===== src/rtl/coletor_palpite.sv =====
// coletor_palpite -- collects a multi-digit guess one confirmed digit at a time.
//
// A digit is sampled from `digito` on each `borda_subida` pulse while the
// collector is in COLETA. Digits above MAX_DIGITO, or equal to a digit already
// stored in the current guess, are rejected with a one-cycle `erro` pulse.
// Once NUM_DIGITOS digits are stored, the guess is offered on `palpite` with
// `palpite_valido` until the consumer raises `palpite_pronto`. A single ENTREGA
// cycle follows, then the guess is cleared and collection restarts.
//
// Ports
//   clock          in   single clock, rising edge
//   reset          in   asynchronous, active-high
//   borda_subida   in   one-cycle confirm pulse (debounced button edge)
//   digito[3:0]    in   switch value sampled on borda_subida
//   palpite_pronto in   consumer ready; transfer when high with palpite_valido
//   palpite[15:0]  out  guess, first digit in [15:12], last in [3:0]
//   palpite_valido out  full guess available
//   erro           out  one-cycle pulse per rejected entry
//   posicao[1:0]   out  digits stored so far while collecting
module coletor_palpite #(
    parameter int MAX_DIGITO  = 9,
    parameter int NUM_DIGITOS = 4
) (
    input  logic                     clock,
    input  logic                     reset,
    input  logic                     borda_subida,
    input  logic [3:0]               digito,
    input  logic                     palpite_pronto,
    output logic [4*NUM_DIGITOS-1:0] palpite,
    output logic                     palpite_valido,
    output logic                     erro,
    output logic [1:0]               posicao
);

    typedef enum logic [1:0] {
        COLETA  = 2'd0,
        CHEIO   = 2'd1,
        ENTREGA = 2'd2
    } estado_t;

    estado_t                  estado_q, estado_d;
    logic [4*NUM_DIGITOS-1:0] palpite_q, palpite_d;
    logic                     valido_q, valido_d;
    logic                     erro_q, erro_d;
    logic [1:0]               posicao_q, posicao_d;

    logic fora_faixa;
    logic duplicado;

    always_comb begin
        // Only positions already filled take part in the duplicate check, so
        // the zeroed nibbles of an empty guess never reject a leading 0.
        duplicado = 1'b0;
        for (int i = 0; i < NUM_DIGITOS; i++) begin
            if (2'(i) < posicao_q && palpite_q[4*(NUM_DIGITOS-1-i) +: 4] == digito)
                duplicado = 1'b1;
        end
        fora_faixa = {28'd0, digito} > 32'(MAX_DIGITO);

        estado_d  = estado_q;
        palpite_d = palpite_q;
        valido_d  = valido_q;
        erro_d    = 1'b0;
        posicao_d = posicao_q;

        case (estado_q)
            COLETA: begin
                valido_d = 1'b0;
                if (borda_subida) begin
                    if (fora_faixa || duplicado) begin
                        erro_d = 1'b1;
                    end else begin
                        for (int i = 0; i < NUM_DIGITOS; i++) begin
                            if (2'(i) == posicao_q)
                                palpite_d[4*(NUM_DIGITOS-1-i) +: 4] = digito;
                        end
                        if (posicao_q == 2'(NUM_DIGITOS-1)) begin
                            estado_d  = CHEIO;
                            valido_d  = 1'b1;
                            posicao_d = 2'd0;
                        end else begin
                            posicao_d = posicao_q + 2'd1;
                        end
                    end
                end
            end
            CHEIO: begin
                // Confirm pulses are ignored here; only the consumer moves us on.
                valido_d = 1'b1;
                if (palpite_pronto) begin
                    estado_d = ENTREGA;
                    valido_d = 1'b0;
                end
            end
            ENTREGA: begin
                estado_d  = COLETA;
                palpite_d = '0;
                valido_d  = 1'b0;
                posicao_d = 2'd0;
            end
            default: begin
                // Unused encoding: fall back to a clean, empty collector.
                estado_d  = COLETA;
                palpite_d = '0;
                valido_d  = 1'b0;
                posicao_d = 2'd0;
            end
        endcase
    end

    always_ff @(posedge clock or posedge reset) begin
        if (reset) begin
            estado_q  <= COLETA;
            palpite_q <= '0;
            valido_q  <= 1'b0;
            erro_q    <= 1'b0;
            posicao_q <= 2'd0;
        end else begin
            estado_q  <= estado_d;
            palpite_q <= palpite_d;
            valido_q  <= valido_d;
            erro_q    <= erro_d;
            posicao_q <= posicao_d;
        end
    end

    assign palpite        = palpite_q;
    assign palpite_valido = valido_q;
    assign erro           = erro_q;
    assign posicao        = posicao_q;

endmodule


===== config.mk =====
export PLATFORM = sky130hd
export DESIGN_NAME = coletor_palpite
export DESIGN_NICKNAME = d
export VERILOG_FILES = /design/src/rtl/coletor_palpite.sv
export SDC_FILE = /design/constraint.sdc
export NUM_CORES = 1
export LEC_CHECK = 0
export ABC_AREA = 1
export CORE_UTILIZATION = 52
export CTS_BUF_LIST = sky130_fd_sc_hd__clkbuf_2 sky130_fd_sc_hd__clkbuf_4 sky130_fd_sc_hd__clkbuf_8
export DETAILED_ROUTE_END_ITERATION = 8
export GPL_TIMING_DRIVEN = 0
export PLACE_DENSITY = 0.89
export RECOVER_POWER = 25
export SETUP_SLACK_MARGIN = 0.5
export SLEW_MARGIN = 20
export SYNTH_ARGS = -nofsm -noshare
export SYNTH_HDL_FRONTEND = slang
export SYNTH_SLANG_ARGS = --single-unit

===== constraint.sdc =====
create_clock -name clock -period 1.83 [get_ports clock]
set_clock_uncertainty 0.05 [all_clocks]
set_input_delay 0.549 -clock clock [delete_from_list [all_inputs] [get_ports clock]]
set_output_delay 0.549 -clock clock [all_outputs]
set_load 0.1 [all_outputs]

==> results of run 1 <==
-- synthesized netlist by cell type --
library cell  number  area [µm²]
nand3_1           25       125.1
nand2_2            1       6.260
nand3_2            1       10.01
dfrtp_1           22       550.5
nand2_1           66       247.7
buf_4              1       7.510
nor2_2             1       6.260
o21a_1             2       15.01
xnor2_1            3       26.28
nor2_4             1       11.26
inv_1             18       67.56
inv_2              2       7.510
buf_8              1       15.01
o21ai_2            1       8.760
o21ai_0            4       20.02
nor3_1             2       10.01
nand2_4            2       22.52
nor2_1            15       56.30
ha_1               4       50.05
-- worst max path at each step --
stage,from,to,cells past startpoint
after CTS,posicao[1],palpite[13],13
final,posicao[1],palpite[3],13
after global routing,estado_q[0],palpite[4],5
after global placement,digito[1],palpite[12],13
after floorplan,posicao[1],palpite[4],13
after detailed placement,digito[1],palpite[12],11
-- per-layer routing --
layer / up-vias / share of wire (%) / GRT usage [%] / routed length (µm)
met4: 0 / 9.7 / 18.47 / 523
met2: 153 / 45 / 64.47 / 2439
met5: - / 0 / 0 / 0
met3: 63 / 10 / 6.845 / 552
met1: 740 / 35 / 40.66 / 1858
li1: 635 / - / - / -
-- cells by family after synthesis --
group / count (synthesis) / share of synthesized area, %
DFF: 22 / 43.56
and+or+nand+nor: 114 / 39.21
buffers and inverters: 22 / 7.722
xor gates and xnor gates: 3 / 2.080
adders and majority gates: 4 / 3.961
AOI/OAI and AO/OA: 7 / 3.465
-- registers in the layout, summed over array words and instances (netlist names) --
signal	count
estado_q	2
erro	1
palpite_valido	1
posicao	2
palpite	16
-- through the flow --
step                hold slack, ns  std cells  area [µm²]  util, %  setup TNS (ns)
floorplan                   0.4865        172        1334        -               0
global placement            0.4133        226        1629    72.25          -13.35
detailed placement          0.4250        226        1629    72.25          -14.48
CTS                         0.4731        241        1933    85.74               0
global route                0.5386        246        2063    91.51          -2.915
finish                      0.5307        246        2063    91.51          -1.215
-- what timing repair did --
| action | 4_1_cts | 5_1_grt |
|---|---|---|
| pin swaps | 8 | 3 |
| cloned | 0 | 1 |
| gates resized for setup | 181 | 25 |
| endpoints found under the setup margin | 61 | 41 |
| hold buffers | 0 | 0 |
| buffers inserted | 11 | 4 |
-- cells in the final DEF (no fill, tap or decap), drive strengths merged --
cell type / netlist / routed
clkbuf: 0 / 7
nand2: 69 / 69
nor2: 17 / 17
xnor2: 3 / 3
dfrtp: 22 / 22
o21a: 2 / 2
buf: 2 / 37
nor3: 2 / 2
ha: 4 / 4
o21ai: 5 / 5
inv: 20 / 19
dlygate4sd2: 0 / 1
clkinvlp: 0 / 1
nand3: 26 / 26
dlygate4sd3: 0 / 1
clkdlybuf4s50: 0 / 2
-- cell type report --
| class | count | area [µm²] | area share (%) |
|---|---|---|---|
| multi-input cells | 128 | 735.7 | 35.66 |
| flip-flops and latches | 22 | 580.6 | 28.14 |
| repair buffers | 42 | 569.3 | 27.59 |
| inverters | 20 | 83.83 | 4.063 |
| clock buffers | 4 | 36.28 | 1.759 |
| well taps | 28 | 35.03 | 1.698 |
| plain buffers | 2 | 22.52 | 1.092 |
-- critical path, cell delays in order, from the launching register on --
cell and delay, ns:
dfrtp_4 0.55, inv_4 0.08, ha_4 0.15, inv_4 0.04
nand2_2 0.06, nor2_2 0.03, nand3_1 0.09, nand2_2 0.10
nor2_4 0.18, nand2_4 0.09, nand2_4 0.12, clkbuf_16 0.16
nand3_1 0.09, nand2_1 0.10
==> results.json, run 1 <==
{
  "root_buffer": "clkbuf_4",
  "syn_area_per_cell_um2": 7.347,
  "hold_viol": 0,
  "violations": "setup timing",
  "ant_nets": 0,
  "remaining_drc_errors": 0,
  "place.gp.congestion": 0.9210,
  "grt_max_degree": 23,
  "tightest_slew_ns": 1.007,
  "ios": 28,
  "track_usage_pct": 36.13,
  "slew_headroom_pct": 32.51,
  "fmax_mhz": 511.4,
  "synth-seq-cells": 22,
  "final_nets": 231,
  "cp_max_fo": 5,
  "yosys_warnings": 0,
  "hold_path_startpoint": "palpite[3]",
  "maxCapViolations": 0,
  "syn-num-nets": 184,
  "r2r-start": "posicao[1]",
  "port-buffer-count": 26,
  "synthCells": 172,
  "ys_types": 19,
  "viasPerCell": 6.467,
  "slew_viol_final": 0,
  "cts.sinks": 22,
  "required_ns": 2.05,
  "fillers": 84,
  "wirelength_um": 5373,
  "setup.worst_path.class": "reg2reg",
  "wire_per_inst_um": 21.84,
  "grt_pass1_vias": 1385,
  "setup_ws_ns": -0.1256,
  "std_cell_rows": 17,
  "period_needed_ns": 1.956,
  "drtIter0Drc": 155,
  "clk_path_buf_depth": 2,
  "rsz0062_at_grt": "yes",
  "dr.pass1.iters": 6,
  "start_util_pct": 56.05,
  "n_antenna_cell": 0,
  "final-setup-viol-count": 19,
  "crit_path_end_kind": "flip-flop",
  "fp.dieW_um": 51.30,
  "period_share_pct": 106.9,
  "clkSlewWorstSetupHoldPaths_ns": 0.13,
  "grt-ovfl-total": 0,
  "die_h_um": 51.30,
  "startpoint_type": "flip-flop",
  "place_hpwl_um": 2365,
  "via_count": 1591,
  "die_area_mm2": 0.002631,
  "grt_pass1_wl_um": 6672,
  "grt_antenna_before_repair": 0,
  "ys_seq_area_share_pct": 43.56,
  "tritoncts": "built",
  "status": "finished, violations left",
  "r2r_end": "palpite[3]",
  "worstRegToRegCells": 13,
  "crit_arrival_ns": 2.18,
  "rrSetupSlack_ns": -0.13,
  "holdPathEnd": "palpite[3]",
  "area_growth_pct": 63.27,
  "clk_latency_ns": 0.33,
  "core_mm2": 0.002255,
  "htreeDepth": 1,
  "numCtsBuffers": 3,
  "drive_above_1_share_pct": 44.95,
  "dp_slack_ns": -0.5133,
  "netlist_area_mm2": 0.001264,
  "min_delay_path_depth": 2,
  "hold_class": "reg2reg"
}
Power of run 1 is not shown: default switching activity piles up to over one toggle a cycle in this logic, so the estimate is an artifact.
==> inputs of run 2 (changes only) <==
Settings changed: CORE_UTILIZATION 52 to 55, DONT_BUFFER_PORTS from default to 1, PLACE_DENSITY 0.89 to 0.77.
==> run 2 against run 1 <==
- the flow still finishes with violations (setup timing)
- cell count is 15% lower
- maximum frequency is 1.8% lower
- count of clock-buffer cells in the layout stayed put
- non-clock buffer count is 36 lower
- design area is 25% lower
- critical path depth stayed put
- sequential share of layout area is 12 points higher
- via count is 27% lower
- critical endpoint is now palpite[13]
- highest routed layer unchanged
==> results.json, run 2 (same netlist as run 1, synthesis figures left out) <==
{
  "hold_buffers": 0,
  "rrSetupSlack_ns": -0.16,
  "required_ns": 2.00,
  "std_cell_rows": 16,
  "wire_per_inst_um": 15.11,
  "clk_path_buf_depth": 2,
  "start_util_pct": 61.29,
  "cp_max_fo": 6,
  "largest_reg_flops": 16,
  "multiInputGateArea_um2": 680.7,
  "setup.worst_path.class": "reg2reg",
  "period_needed_ns": 1.991,
  "tritoncts": "built",
  "numCtsBuffers": 3,
  "fillers": 147,
  "final-setup-viol-count": 20,
  "core_mm2": 0.002062,
  "track_usage_pct": 26.21,
  "crit_path_end_kind": "flip-flop",
  "area_growth_pct": 21.98,
  "wirelength_um": 3157,
  "via_count": 1165,
  "startpoint_type": "flip-flop",
  "fp.dieW_um": 49.94,
  "grt-ovfl-total": 0,
  "die_h_um": 49.94,
  "crit_arrival_ns": 2.16,
  "cts.sinks": 22,
  "mostFrequentLayoutCells": "64 x nand2_1, 20 x dfrtp_4, 18 x nand3_1, 15 x inv_1, 15 x nor2_1",
  "r2r-start": "posicao[1]",
  "drtIter0Drc": 42,
  "grt_pass1_wl_um": 4816,
  "drive_above_1_share_pct": 30.22,
  "place_hpwl_um": 2104,
  "clk_latency_ns": 0.31,
  "final_nets": 195,
  "root_buffer": "clkbuf_4",
  "htreeDepth": 1,
  "worstRegToRegCells": 13,
  "viasPerCell": 5.574,
  "grt_pass1_vias": 1050,
  "rsz0062_at_grt": "yes",
  "n_antenna_cell": 0,
  "hold_class": "in2async",
  "critPathLaunch": "posicao[1]",
  "clkSlewWorstSetupHoldPaths_ns": 0.12,
  "seq_area_um2": 625.6,
  "dr.pass1.iters": 4,
  "port-buffer-count": 0,
  "grt_max_degree": 23,
  "hold_viol": 0,
  "fmax_mhz": 502.3,
  "violations": "setup timing",
  "die_area_mm2": 0.002494,
  "tightest_slew_ns": 0.8196,
  "status": "finished, violations left",
  "r2r_end": "palpite[13]",
  "maxCapViolations": 0,
  "grt_antenna_before_repair": 0,
  "ios": 28,
  "place.gp.congestion": 0.8862,
  "ant_nets": 0,
  "slew_viol_final": 0,
  "remaining_drc_errors": 0,
  "slew_headroom_pct": 45.30,
  "setup_ws_ns": -0.1610,
  "dp_slack_ns": -0.07619,
  "period_share_pct": 108.8,
  "layout.cells.most_common": "nand2_1"
}
-- run 2: critical path, stage by stage (launching register included) --
cell and delay [ns]:
dfrtp_4 0.69, inv_4 0.07, ha_4 0.17, inv_2 0.06
nand2_1 0.05, nor2_1 0.08, nand3_1 0.10, nand2_2 0.11
nor2_4 0.06, nand2_4 0.07, nand2_4 0.08, clkbuf_16 0.17
nand3_1 0.08, nand2_1 0.05
-- run 2: repair_timing --
| action | 4_1_cts | 5_1_grt |
|---|---|---|
| gates resized for setup | 18 | 7 |
| pin swaps | 0 | 1 |
| setup endpoints to repair | 41 | 41 |
| cloned | 0 | 1 |
| buffers inserted | 2 | 3 |
-- run 2: worst max-delay path by stage --
| stage | to | slack [ns] | cells past startpoint |
|---|---|---|---|
| 2_1_floorplan | palpite[4] | 0.07 | 13 |
| 4_1_cts | palpite[0] | -0.09 | 13 |
| 3_3_place_gp | palpite[14] | -0.07 | 7 |
| 5_1_grt | palpite[13] | -0.24 | 13 |
| 3_5_place_dp | palpite[3] | -0.08 | 13 |
| 6_report | palpite[13] | -0.16 | 13 |
-- run 2: area by class of cell --
class	count	area share, %
tap	27	2.192
multi-input combinational	128	44.16
buffer	2	1.461
clock buffer	4	2.354
timing repair buffer	6	4.058
sequential	22	40.58
inverter	20	5.195
-- run 2: stage by stage --
step	hold WS (ns)	setup TNS, ns	util (%)	cells	instance area (µm²)
after floorplan	0.4865	0	-	172	1334
after global placement	0.5330	-0.6351	66.32	199	1368
after detailed placement	0.5752	-0.8335	66.32	199	1368
after CTS	0.2479	-1.222	71.00	205	1464
after global routing	0.2535	-3.754	74.76	209	1541
final	0.2193	-2.021	74.76	209	1541
-- run 2: per-layer routing --
layer  vias up  GRT usage [%]  share of wire, %
met4         0          13.81               3.2
li1        553              -                 -
met2        47          40.77                47
met5         -              0                 0
met3        16          4.938               6.6
met1       549          34.39                43
Power of run 2 is left out for the same reason.
==> inputs of run 3 (changes only) <==
Settings changed: CAP_MARGIN from default to 20, GPL_TIMING_DRIVEN 0 to 1.
==> run 3 against run 2 <==
- register-to-register slack improved by 0.16 ns
- first-iteration DRC count increased to 2.7 times the previous value
- the flow still finishes with violations (setup timing)
- wire length increased by 55%
- maximum frequency increased by 8.7%
- critical endpoint is now palpite[14]
- worst setup slack improved by 0.16 ns
- worst hold slack improved by 0.034 ns
==> results.json, run 3 (same netlist as run 1, synthesis figures left out) <==
{
  "rsz0062_at_grt": "yes",
  "status": "finished, violations left",
  "track_usage_pct": 32.09,
  "area_growth_pct": 52.48,
  "final_nets": 214,
  "setup.worst_path.class": "reg2reg",
  "remaining_drc_errors": 0,
  "crit_path_end_kind": "flip-flop",
  "ios": 28,
  "tightest_slew_ns": 1.195,
  "largest_reg_flops": 16,
  "final_area_mm2": 0.001927,
  "layout.cells.most_common": "nand2_1",
  "clk_path_buf_depth": 2,
  "maxCapViolations": 0,
  "grt_max_degree": 23,
  "fp.dieW_um": 49.94,
  "port-buffer-count": 0,
  "htreeDepth": 1,
  "required_ns": 2.06,
  "fillers": 65,
  "cts.sinks": 22,
  "die_h_um": 49.94,
  "std_cell_rows": 16,
  "grt-ovfl-total": 0,
  "core_mm2": 0.002062,
  "place.gp.congestion": 0.9626,
  "wirelength_um": 4878,
  "place_hpwl_um": 2346,
  "die_area_mm2": 0.002494,
  "clkSlewWorstSetupHoldPaths_ns": 0.14,
  "dr.pass1.iters": 5,
  "clk_latency_ns": 0.33,
  "grt_pass1_vias": 1285,
  "drive_above_1_share_pct": 43.78,
  "n_antenna_cell": 0,
  "numCtsBuffers": 3,
  "hold_class": "in2reg",
  "startpoint_type": "flip-flop",
  "fmax_mhz": 545.9,
  "violations": "setup timing",
  "place_area_mm2": 0.001465,
  "period_share_pct": 100.1,
  "mostFrequentLayoutCells": "59 x nand2_1, 15 x inv_1, 13 x nand3_2, 13 x buf_12",
  "slew_headroom_pct": 20.34,
  "root_buffer": "clkbuf_4",
  "start_util_pct": 61.29,
  "drtIter0Drc": 114,
  "setup_ws_ns": -0.001835,
  "via_count": 1481,
  "grt_antenna_before_repair": 0,
  "viasPerCell": 6.496,
  "hold_viol": 0,
  "wire_per_inst_um": 21.39,
  "slew_viol_final": 0,
  "final-setup-viol-count": 1,
  "grt_pass1_wl_um": 5809,
  "tritoncts": "built",
  "crit_arrival_ns": 2.06,
  "cp_max_fo": 6,
  "period_needed_ns": 1.832,
  "ant_nets": 0
}
## run 3: cell count changes in the layout (fill, tap and decap cells not counted), sizes merged
cell | previous run | this run
buf | 7 | 25
bufinv | 0 | 1
clkbuf | 5 | 4
nand2 | 69 | 70
## run 3: worst max-delay path, stage by stage, from the launching register on
cell	delay (ns)
dfrtp_4	0.55
inv_4	0.09
ha_4	0.14
inv_4	0.05
nand2_4	0.06
nor2_4	0.03
nand3_2	0.08
nand2_4	0.07
nor2_4	0.19
nand2_4	0.13
nand2_4	0.14
nand3_1	0.11
nand2_1	0.09
## run 3: timing repair
| action | CTS | global route |
|---|---|---|
| hold buffers | 0 | 0 |
| pin swaps | 4 | 25 |
| setup endpoints to repair | 41 | 41 |
| gates cloned | 0 | 1 |
| buffers inserted | 6 | 4 |
| gates resized for setup | 48 | 32 |
## run 3: layout make-up
class,instances,area [µm²],area share (%)
Clock buffer,3,22.52,1.169
Clock inverter,1,30.03,1.558
Inverter,20,82.58,4.286
Multi-Input combinational cell,129,800.8,41.56
Sequential cell,22,595.6,30.91
Tap cell,27,33.78,1.753
Timing Repair Buffer,26,361.6,18.77
## run 3: path summary, 6_finish.rpt
check / startpoint / cells after the start / slack (ns) / to
setup / recovery: posicao[0] / 12 / -0.002 / palpite[14]
hold / removal: palpite_pronto / 1 / 0.25 / estado_q[0]
setup reg to reg: posicao[0] / 12 / -0.002 / palpite[14]
hold reg to reg: palpite[15] / 2 / 0.55 / palpite[15]
max in group asynchronous: reset / 2 / 0.44 / posicao[1]
min in group asynchronous: reset / 2 / 0.42 / palpite[1]
## run 3: metal layers
metal  global-route usage, %  part of all wire [%]  up-vias
met1                   37.10                    34      669
met4                   15.71                   8.5        0
met5                       0                     0        -
li1                        -                     -      596
met3                   5.556                    11       49
met2                   56.53                    46      167
## run 3: per-stage QoR
stage	hold WS, ns	cells	util (%)	setup TNS, ns	setup WS, ns
2_1_floorplan	0.4865	172	-	0	0.06730
3_3_place_gp	0.4329	213	71.06	0	0.1209
3_5_place_dp	0.4436	213	71.06	0	0.08904
4_1_cts	0.09555	223	85.38	0	0.1415
5_1_grt	0.2600	228	93.45	-0.5701	-0.1471
6_report	0.2535	228	93.45	-0.001835	-0.001835
Power of run 3 is left out for the same reason.
